$ cat config.mk
export PLATFORM = sky130hd
export DESIGN_NAME = bps_mc_arb
export DESIGN_NICKNAME = d
export VERILOG_FILES = /design/src/rtl/bps_mc_arb.sv
export SDC_FILE = /design/constraint.sdc
export NUM_CORES = 2
export LEC_CHECK = 0
export CAP_MARGIN = 20
export CORE_MARGIN = 1
export CORE_UTILIZATION = 46
export CTS_CLUSTER_DIAMETER = 80
export CTS_CLUSTER_SIZE = 40
export DETAILED_ROUTE_END_ITERATION = 10
export PLACE_DENSITY_LB_ADDON = 0.25
export SETUP_SLACK_MARGIN = 0.1
export SYNTH_ARGS = -nofsm -noshare
export SYNTH_HDL_FRONTEND = slang
export SYNTH_SLANG_ARGS = --single-unit
export TNS_END_PERCENT = 5
$ cat constraint.sdc
create_clock -name clk -period 3.9 [get_ports clk]
set_input_delay 0.975 -clock clk [delete_from_list [all_inputs] [get_ports clk]]
set_output_delay 0.975 -clock clk [all_outputs]
set_load 0.02 [all_outputs]
$ cat src/rtl/bps_mc_arb.sv
// Two-requester round-robin arbiter for the shared MC port, with source tagging
// in rdctl, per-requester outstanding-load limits and a 4-entry response FIFO.
module bps_mc_arb #(
  parameter int MAX_OUTSTANDING = 16,
  parameter int TAG_BIT         = 31
) (
  input  logic        clk,
  input  logic        rst,
  input  logic        r0_req_ld,
  input  logic        r0_req_st,
  input  logic [47:0] r0_req_vadr,
  input  logic [63:0] r0_req_wrd_rdctl,
  output logic        r0_req_stall,
  output logic        r0_rsp_push,
  output logic [31:0] r0_rsp_rdctl,
  output logic [63:0] r0_rsp_data,
  input  logic        r0_rsp_stall,
  input  logic        r1_req_ld,
  input  logic        r1_req_st,
  input  logic [47:0] r1_req_vadr,
  input  logic [63:0] r1_req_wrd_rdctl,
  output logic        r1_req_stall,
  output logic        r1_rsp_push,
  output logic [31:0] r1_rsp_rdctl,
  output logic [63:0] r1_rsp_data,
  input  logic        r1_rsp_stall,
  output logic        mc_req_ld,
  output logic        mc_req_st,
  output logic [47:0] mc_req_vadr,
  output logic [63:0] mc_req_wrd_rdctl,
  input  logic        mc_req_stall,
  input  logic        mc_rsp_push,
  input  logic [31:0] mc_rsp_rdctl,
  input  logic [63:0] mc_rsp_data,
  output logic        mc_rsp_stall
);

  localparam int CW = $clog2(MAX_OUTSTANDING + 1);
  localparam logic [CW-1:0] MAX_CNT = CW'(MAX_OUTSTANDING);

  typedef struct packed {
    logic        id;
    logic [31:0] rdctl;
    logic [63:0] data;
  } rsp_entry_t;

  logic          last_q, last_d;
  logic [CW-1:0] out0_q, out0_d, out1_q, out1_d;
  logic          mc_req_ld_q, mc_req_ld_d, mc_req_st_q, mc_req_st_d;
  logic [47:0]   mc_req_vadr_q, mc_req_vadr_d;
  logic [63:0]   mc_req_wrd_rdctl_q, mc_req_wrd_rdctl_d;
  rsp_entry_t    fifo_q [4];
  rsp_entry_t    fifo_d [4];
  logic [1:0]    wr_ptr_q, wr_ptr_d, rd_ptr_q, rd_ptr_d;
  logic [2:0]    count_q, count_d;
  logic          mc_rsp_stall_q, mc_rsp_stall_d;
  logic          r0_rsp_push_q, r0_rsp_push_d, r1_rsp_push_q, r1_rsp_push_d;
  logic [31:0]   r0_rsp_rdctl_q, r0_rsp_rdctl_d, r1_rsp_rdctl_q, r1_rsp_rdctl_d;
  logic [63:0]   r0_rsp_data_q, r0_rsp_data_d, r1_rsp_data_q, r1_rsp_data_d;

  logic          elig0, elig1, grant0, grant1;
  logic [31:0]   tag0, tag1, head_rdctl;
  rsp_entry_t    head;
  logic          head_stall, pop, push, full, overflow;

  // A load is held back once its requester has MAX_OUTSTANDING loads in flight.
  assign elig0  = !mc_req_stall && (r0_req_st || (r0_req_ld && (out0_q < MAX_CNT)));
  assign elig1  = !mc_req_stall && (r1_req_st || (r1_req_ld && (out1_q < MAX_CNT)));
  assign grant0 = !rst && elig0 && (!elig1 || last_q);
  assign grant1 = !rst && elig1 && (!elig0 || !last_q);

  assign r0_req_stall = rst || !grant0;
  assign r1_req_stall = rst || !grant1;

  always_comb begin
    tag0          = r0_req_wrd_rdctl[31:0];
    tag0[TAG_BIT] = 1'b0;
    tag1          = r1_req_wrd_rdctl[31:0];
    tag1[TAG_BIT] = 1'b1;
    last_d             = last_q;
    mc_req_ld_d        = 1'b0;
    mc_req_st_d        = 1'b0;
    mc_req_vadr_d      = mc_req_vadr_q;
    mc_req_wrd_rdctl_d = mc_req_wrd_rdctl_q;
    if (grant0) begin
      last_d             = 1'b0;
      mc_req_ld_d        = r0_req_ld;
      mc_req_st_d        = r0_req_st;
      mc_req_vadr_d      = r0_req_vadr;
      mc_req_wrd_rdctl_d = r0_req_ld ? {32'b0, tag0} : r0_req_wrd_rdctl;
    end else if (grant1) begin
      last_d             = 1'b1;
      mc_req_ld_d        = r1_req_ld;
      mc_req_st_d        = r1_req_st;
      mc_req_vadr_d      = r1_req_vadr;
      mc_req_wrd_rdctl_d = r1_req_ld ? {32'b0, tag1} : r1_req_wrd_rdctl;
    end
  end

  // Strict in-order delivery: a stalled head blocks everything behind it.
  assign head       = fifo_q[rd_ptr_q];
  assign head_stall = head.id ? r1_rsp_stall : r0_rsp_stall;
  assign full       = (count_q == 3'd4);
  assign pop        = !rst && (count_q != 3'd0) && !head_stall;
  assign push       = !rst && mc_rsp_push && (!full || pop);
  assign overflow   = !rst && mc_rsp_push && full && !pop;

  always_comb begin
    fifo_d   = fifo_q;
    wr_ptr_d = wr_ptr_q;
    rd_ptr_d = rd_ptr_q;
    count_d  = count_q;
    if (push) begin
      fifo_d[wr_ptr_q] = '{id: mc_rsp_rdctl[TAG_BIT], rdctl: mc_rsp_rdctl, data: mc_rsp_data};
      wr_ptr_d         = wr_ptr_q + 2'd1;
    end
    if (pop) begin
      rd_ptr_d = rd_ptr_q + 2'd1;
    end
    case ({push, pop})
      2'b10:   count_d = count_q + 3'd1;
      2'b01:   count_d = count_q - 3'd1;
      default: count_d = count_q;
    endcase
    mc_rsp_stall_d = (count_d >= 3'd2);
  end

  always_comb begin
    head_rdctl          = head.rdctl;
    head_rdctl[TAG_BIT] = 1'b0;
    r0_rsp_push_d  = pop && !head.id;
    r1_rsp_push_d  = pop && head.id;
    r0_rsp_rdctl_d = r0_rsp_rdctl_q;
    r0_rsp_data_d  = r0_rsp_data_q;
    r1_rsp_rdctl_d = r1_rsp_rdctl_q;
    r1_rsp_data_d  = r1_rsp_data_q;
    if (r0_rsp_push_d) begin
      r0_rsp_rdctl_d = head_rdctl;
      r0_rsp_data_d  = head.data;
    end
    if (r1_rsp_push_d) begin
      r1_rsp_rdctl_d = head_rdctl;
      r1_rsp_data_d  = head.data;
    end
  end

  always_comb begin
    out0_d = out0_q;
    out1_d = out1_q;
    case ({grant0 && r0_req_ld, r0_rsp_push_d})
      2'b10:   out0_d = out0_q + CW'(1);
      2'b01:   out0_d = out0_q - CW'(1);
      default: out0_d = out0_q;
    endcase
    case ({grant1 && r1_req_ld, r1_rsp_push_d})
      2'b10:   out1_d = out1_q + CW'(1);
      2'b01:   out1_d = out1_q - CW'(1);
      default: out1_d = out1_q;
    endcase
  end

  always_ff @(posedge clk) begin
    if (rst) begin
      last_q             <= 1'b1;
      out0_q             <= '0;
      out1_q             <= '0;
      mc_req_ld_q        <= 1'b0;
      mc_req_st_q        <= 1'b0;
      mc_req_vadr_q      <= '0;
      mc_req_wrd_rdctl_q <= '0;
      for (int i = 0; i < 4; i++) fifo_q[i] <= '0;
      wr_ptr_q           <= '0;
      rd_ptr_q           <= '0;
      count_q            <= '0;
      mc_rsp_stall_q     <= 1'b0;
      r0_rsp_push_q      <= 1'b0;
      r0_rsp_rdctl_q     <= '0;
      r0_rsp_data_q      <= '0;
      r1_rsp_push_q      <= 1'b0;
      r1_rsp_rdctl_q     <= '0;
      r1_rsp_data_q      <= '0;
    end else begin
      last_q             <= last_d;
      out0_q             <= out0_d;
      out1_q             <= out1_d;
      mc_req_ld_q        <= mc_req_ld_d;
      mc_req_st_q        <= mc_req_st_d;
      mc_req_vadr_q      <= mc_req_vadr_d;
      mc_req_wrd_rdctl_q <= mc_req_wrd_rdctl_d;
      fifo_q             <= fifo_d;
      wr_ptr_q           <= wr_ptr_d;
      rd_ptr_q           <= rd_ptr_d;
      count_q            <= count_d;
      mc_rsp_stall_q     <= mc_rsp_stall_d;
      r0_rsp_push_q      <= r0_rsp_push_d;
      r0_rsp_rdctl_q     <= r0_rsp_rdctl_d;
      r0_rsp_data_q      <= r0_rsp_data_d;
      r1_rsp_push_q      <= r1_rsp_push_d;
      r1_rsp_rdctl_q     <= r1_rsp_rdctl_d;
      r1_rsp_data_q      <= r1_rsp_data_d;
    end
  end

`ifndef SYNTHESIS
  always_ff @(posedge clk) begin
    if (overflow) $display("ERROR bps_mc_arb: response pushed into full FIFO, entry dropped at %0t", $time);
  end
`endif

  assign mc_req_ld        = mc_req_ld_q;
  assign mc_req_st        = mc_req_st_q;
  assign mc_req_vadr      = mc_req_vadr_q;
  assign mc_req_wrd_rdctl = mc_req_wrd_rdctl_q;
  assign mc_rsp_stall     = mc_rsp_stall_q;
  assign r0_rsp_push      = r0_rsp_push_q;
  assign r0_rsp_rdctl     = r0_rsp_rdctl_q;
  assign r0_rsp_data      = r0_rsp_data_q;
  assign r1_rsp_push      = r1_rsp_push_q;
  assign r1_rsp_rdctl     = r1_rsp_rdctl_q;
  assign r1_rsp_data      = r1_rsp_data_q;

endmodule
After elaboration in Yosys (flattened, before gate mapping)
Index checks and enable logic that the tools add are counted.

Register bits: 713. Word-level logic and storage cells: 112. Input bits: 330.

Eq/ne operators: 7. Muxes and demuxes: 22. Bitwise gates (word level): 2. Reduce and logical (&&, ||, !) cells: 38. Magnitude comparators: 6. $add $sub $neg: 8.

Operators with widths (count): $bwmux W388 (1); $mux W97 (3); $mux W64 (4); $bmux W97 S2 (1); $demux W97 S2 (1); $mux W48 (2); $pmux W5 S2 (2); $logic_and A1 B1 Y1 (17); $add A5 B1 Y5 const B (2); $logic_not A1 Y1 (10); $lt A5 B5 Y1 const B (2); $sub A5 B1 Y5 const B (2); $logic_or A1 B1 Y1 (7); $mux W1 (7); $eq A2 B1 Y1 const B (3); $eq A2 B2 Y1 const B (3); $ge A3 B3 Y1 const B (2); $not A2 Y3 (2); $pmux W3 S2 (1); $reduce_bool A2 Y1 (3); $add A2 B1 Y2 const B (2); $add A3 B1 Y3 const B (1); $eq A3 B3 Y1 const B (1); $ge A3 B2 Y1 const B (1); other kinds (3) (3).

Depth between registers and ports, before layout
Depth after elaboration: 12. Mapped depth: 13. Depth with buffers taken out: 11.

Worst setup path before layout
OpenSTA, ideal clock, no wires.

Path kind: input to register. Start point: in r0_req_ld. End point: reg out1_q[4]. Arrival: 3830 ps. Path buffers: 2. Slack: 0 ps. Cell stages on the path: 13. Library setup time: 70 ps. Cells stage by stage: nor2b_1 > or2_2 > a2111oi_0 > buf_2 > buf_1 > nand2_1 > ha_1 > fa_1 > a21o_1 > a21oi_1 > xor2_1 > or3_1 > a21oi_1.

Word-level cells in the longest chain between the ends: 9. Elaborated cells between the ends (all ways): 11. Those cells by class: 2 x eq/ne; 1 x mux; 8 x reduce/logical.

Ends and longest elaborated chain: start, declared (RTL line 9) `input logic r0_req_ld,`; $logic_and A1 B1 Y1 * (RTL line 67) `assign elig0 = !mc_req_stall && (r0_req_st || (r0_req_ld && (out0_q < MAX_CNT)));`; $logic_or A1 B1 Y1 * (RTL line 67); $logic_and A1 B1 Y1 * (RTL line 67); $logic_not A1 Y1 * (RTL line 70) `assign grant1 = !rst && elig1 && (!elig0 || !last_q);`; $logic_or A1 B1 Y1 * (RTL line 70); $logic_and A1 B1 Y1 * (RTL line 70); $logic_and A1 B1 Y1 * (RTL line 155) `case ({grant1 && r1_req_ld, r1_rsp_push_d})`; $eq A2 B1 Y1 or $eq A2 B2 Y1 (tied branches) (RTL line 155); $pmux W5 S2 or $reduce_bool A2 Y1 (tied branches); end signal, assigned (RTL line 185) `out1_q <= out1_d;`; end, declared (RTL line 48) `logic [CW-1:0] out0_q, out0_d, out1_q, out1_d;`.

Every way passes the cells marked *; elsewhere a longest branch is shown, timed or not. A chain may end at the register's enable or synchronous reset.

Final worst setup path
Start point: in r0_req_ld. End point: out r1_req_stall.

Word-level cells in the longest chain between the ends: 8.

Ends and longest elaborated chain: $logic_and A1 B1 Y1 (RTL line 67); $logic_or A1 B1 Y1 (RTL line 67); $logic_and A1 B1 Y1 (RTL line 67); $logic_not A1 Y1 (RTL line 70); $logic_or A1 B1 Y1 (RTL line 70); $logic_and A1 B1 Y1 (RTL line 70); $logic_not A1 Y1 (RTL line 73) `assign r1_req_stall = rst || !grant1;`; $logic_or A1 B1 Y1 (RTL line 73); end, declared (RTL line 22) `output logic r1_req_stall,`.

No other way between the ends.

==> impl_metrics.ini <==
[setup_path]
cp-start-kind = primary input
slowest_stage = clkdlybuf4s50_1
critPathTopFamily = buffers and inverters
worstSetupEndpointType = output port
cp_cell_sequence = clkdlybuf4s50_1, nor2b_1, or2_2, a2111oi_4, buf_4, inv_1, dlygate4sd2_1
critPathRequiredTime_ns = 2.92
slowest_delay_ns = 0.43
critPathKind = in -> out
critical_path.max_fanout = 2
rrSetupSlack_ns = 0.86
crit_buf_inv = 4
cp.arrival_ns = 2.82

[floorplan]
start_util_pct = 46.5
num_rows = 90
io_pins = 641
die_w_microns = 249
chipHeight_microns = 249
core_area_sq_um = 60400
die_area_sq_um = 62100

[clock_tree]
cts-hold-fix-buffers = 0
cts_setup_buffers = 0
cts_buffers = 36
h-tree-depth = 2
numClockSinks = 709
clk_latency_ns = 0.61
clock_path_buffers = 3
cts_tree = yes
clkTransAtPathRegs_ns = 0.09
clockRootBuffer = clkbuf_16

[finish]
final_layout_size_suffix_gt1_share_pct = 6.46
layout.cells.non_filler = 4554
area.growth.synth_to_final_pct = 29.2
final_nets = 4080
fin_area_sq_um = 36300

[power]
pwr-share-seq_pct = 52.8
internal-power_mw = 10.4
leakage_nw = 12.0
total_power_mw = 14.3
combinationalPowerShare_pct = 13.0
pwr_density_cell_nw_per_um2 = 395
power.switching_mw = 3.98
switching_share_pct = 27.7
worst_ir_drop_vdd_v = 0.000281
clkPwrFrac_pct = 34.1

[timing]
final.min_clock_period_ns = 3.80
finalHoldViolations = 0
whs_ns = 0.454
period_share_pct = 97.4
relSlewSlack_pct = 26.9
max_freq_mhz = 263
setup_tns_ns = 0
finalMaxSlewViolations = 0
worstMarginPinSlew_ns = 1.10
rsz0062_at_grt = yes
setup_viol = 0
finClkSkew_ns = 0.0431

[synthesis]
syn-instance-count = 3269
synth_area_leaders = dfxtp_1 51%, nand2_1 16%, a21oi_1 11%
synth_area_leader_cell = dfxtp_1
synth.yosys.seq_area_share_pct = 50.5
synthFlopType = dfxtp_1
synth.most_common_cell = nand2_1
async_reset_ff_share_pct = 0
mappedNetlistArea_sq_um = 28100
yosys.area.top_type_share_pct = 50.5
postSynthAreaPerCell_sq_um = 8.59
ys_types = 44
synth_edf_count = 0
yosys_register_bits = 709
yosys_warnings = 0
ys_top_cells_by_count = 1,162 x nand2_1, 709 x dfxtp_1, 596 x a21oi_1

[global_routing]
grt_pass1_wl_microns = 139000
track_usage_pct = 28.4
grt-ovfl-total = 0
grt_pass1_vias = 23000
antenna_found_initial = 21
grt_max_degree = 214

[drt]
wire_per_inst_microns = 19.9
drc = 0
ant_nets = 0
m1WireLength_microns = 39200
vias = 24700
dr_wl_met3_microns = 7570
wl_microns = 90600
drtIter0Drc = 2027
vias_per_cell = 5.42
highest-signal-layer = met5
routed-wl-met2_microns = 41400
drt_pass1_iterations = 5

[place]
port-buffer-count = 638
hpwl_microns = 59400
place_area_sq_um = 34900
gp_congestion = 0.949
placed_cells = 4478

[flow_run]
drv_cap = 0

[outcome]
outcome = complete, no violations

[worst_hold_path]
min_path_type = reg -> reg
-- cell type report --
| cell class | instances | area, sq um |
|---|---|---|
| fillers | 5347 | 24100 |
| flip-flops and latches | 709 | 14200 |
| multi-input cells | 2277 | 12600 |
| repair buffers | 696 | 7080 |
| well taps | 782 | 978 |
| clock buffers | 37 | 926 |
| clock inverters | 27 | 453 |
| inverters | 14 | 57.6 |
| diodes | 12 | 30.0 |
-- state kept, by name, summed over array words and instances, names as in the netlist --
signal and flops:
fifo_q 384, r0_rsp_rdctl 31, r0_rsp_push 1, mc_req_wrd_rdctl 64, r1_rsp_push 1, last_q 1
mc_rsp_stall 1, wr_ptr_q 2, mc_req_st 1, out1_q 5, mc_req_ld 1, rd_ptr_q 2
r1_rsp_data 64, count_q 3, out0_q 5, r0_rsp_data 64, r1_rsp_rdctl 31, mc_req_vadr 48
-- final timing paths --
kind,from,depth (start not counted),endpoint
worst min-delay path,fifo_q[169],2,fifo_q[169]
worst max-delay path,r0_req_ld,7,r1_req_stall
worst min register to register,fifo_q[169],2,fifo_q[169]
worst max register to register,rd_ptr_q[0],10,out0_q[4]
-- worst reg2reg max path: cells and delay by family, from the launching register on --
family	cells	cell delay (ns)
AOI/OAI and AO/OA	3	0.48
DFF	1	0.38
adders and majority gates	2	0.55
buffers and inverters	1	0.11
and+or+nand+nor	2	0.84
muxes	1	0.56
xor gates and xnor gates	1	0.09
-- power by group through the flow --
stage | Sequential, mW | Clock, mW | Combinational, mW
6_report | 7.58 | 4.90 | 1.87
5_1_grt | 7.61 | 5.24 | 2.00
4_1_cts | 7.58 | 5.00 | 1.87
3_5_place_dp | 7.74 | 0 | 1.86
3_3_place_gp | 7.74 | 0 | 1.85
2_1_floorplan | 7.85 | 0 | 0.846
-- routing by layer --
metal  vias to the layer above  track usage [%]
met2                       872             43.8
met1                     11700             39.6
met5                         -                0
met3                       135             7.15
met4                        20             7.48
li1                      11900                -
-- placed cells by master, fill, tap and decap left out, types with 8 or more instances in the layout --
cell type	count
a211oi_1	71
a21oi_1	595
a221oi_1	33
a22oi_1	8
buf_12	20
buf_4	38
clkbuf_16	37
clkdlybuf4s50_1	635
dfxtp_1	707
diode_2	12
ha_1	13
inv_1	11
mux2i_1	79
mux4_2	96
nand2_1	1162
nor2_1	126
nor3_1	34
-- stage by stage --
step / util (%) / setup WS (ns)
after floorplan: - / 0.123
after global placement: 57.8 / -0.197
after detailed placement: 57.8 / -0.178
after CTS: 60.1 / 0.116
after global routing: 60.1 / 0.0662
final: 60.1 / 0.102
-- cells by family after synthesis --
group | Yosys count | synth area share [%]
DFF | 709 | 50.5
AOI/OAI and AO/OA | 722 | 14.1
other | 1 | 0.0134
muxes | 177 | 10.6
buffers and inverters | 284 | 5.01
xor gates and xnor gates | 13 | 0.405
adders and majority gates | 16 | 0.793
and+or+nand+nor | 1347 | 18.5
-- timing repair --
item                                   CTS  global route
cloned                                   0             0
endpoints found under the hold margin    0             0
resized for setup                        2             1
setup endpoints to repair                1             2
No activity file was read; power rests on OpenSTA's default activity.
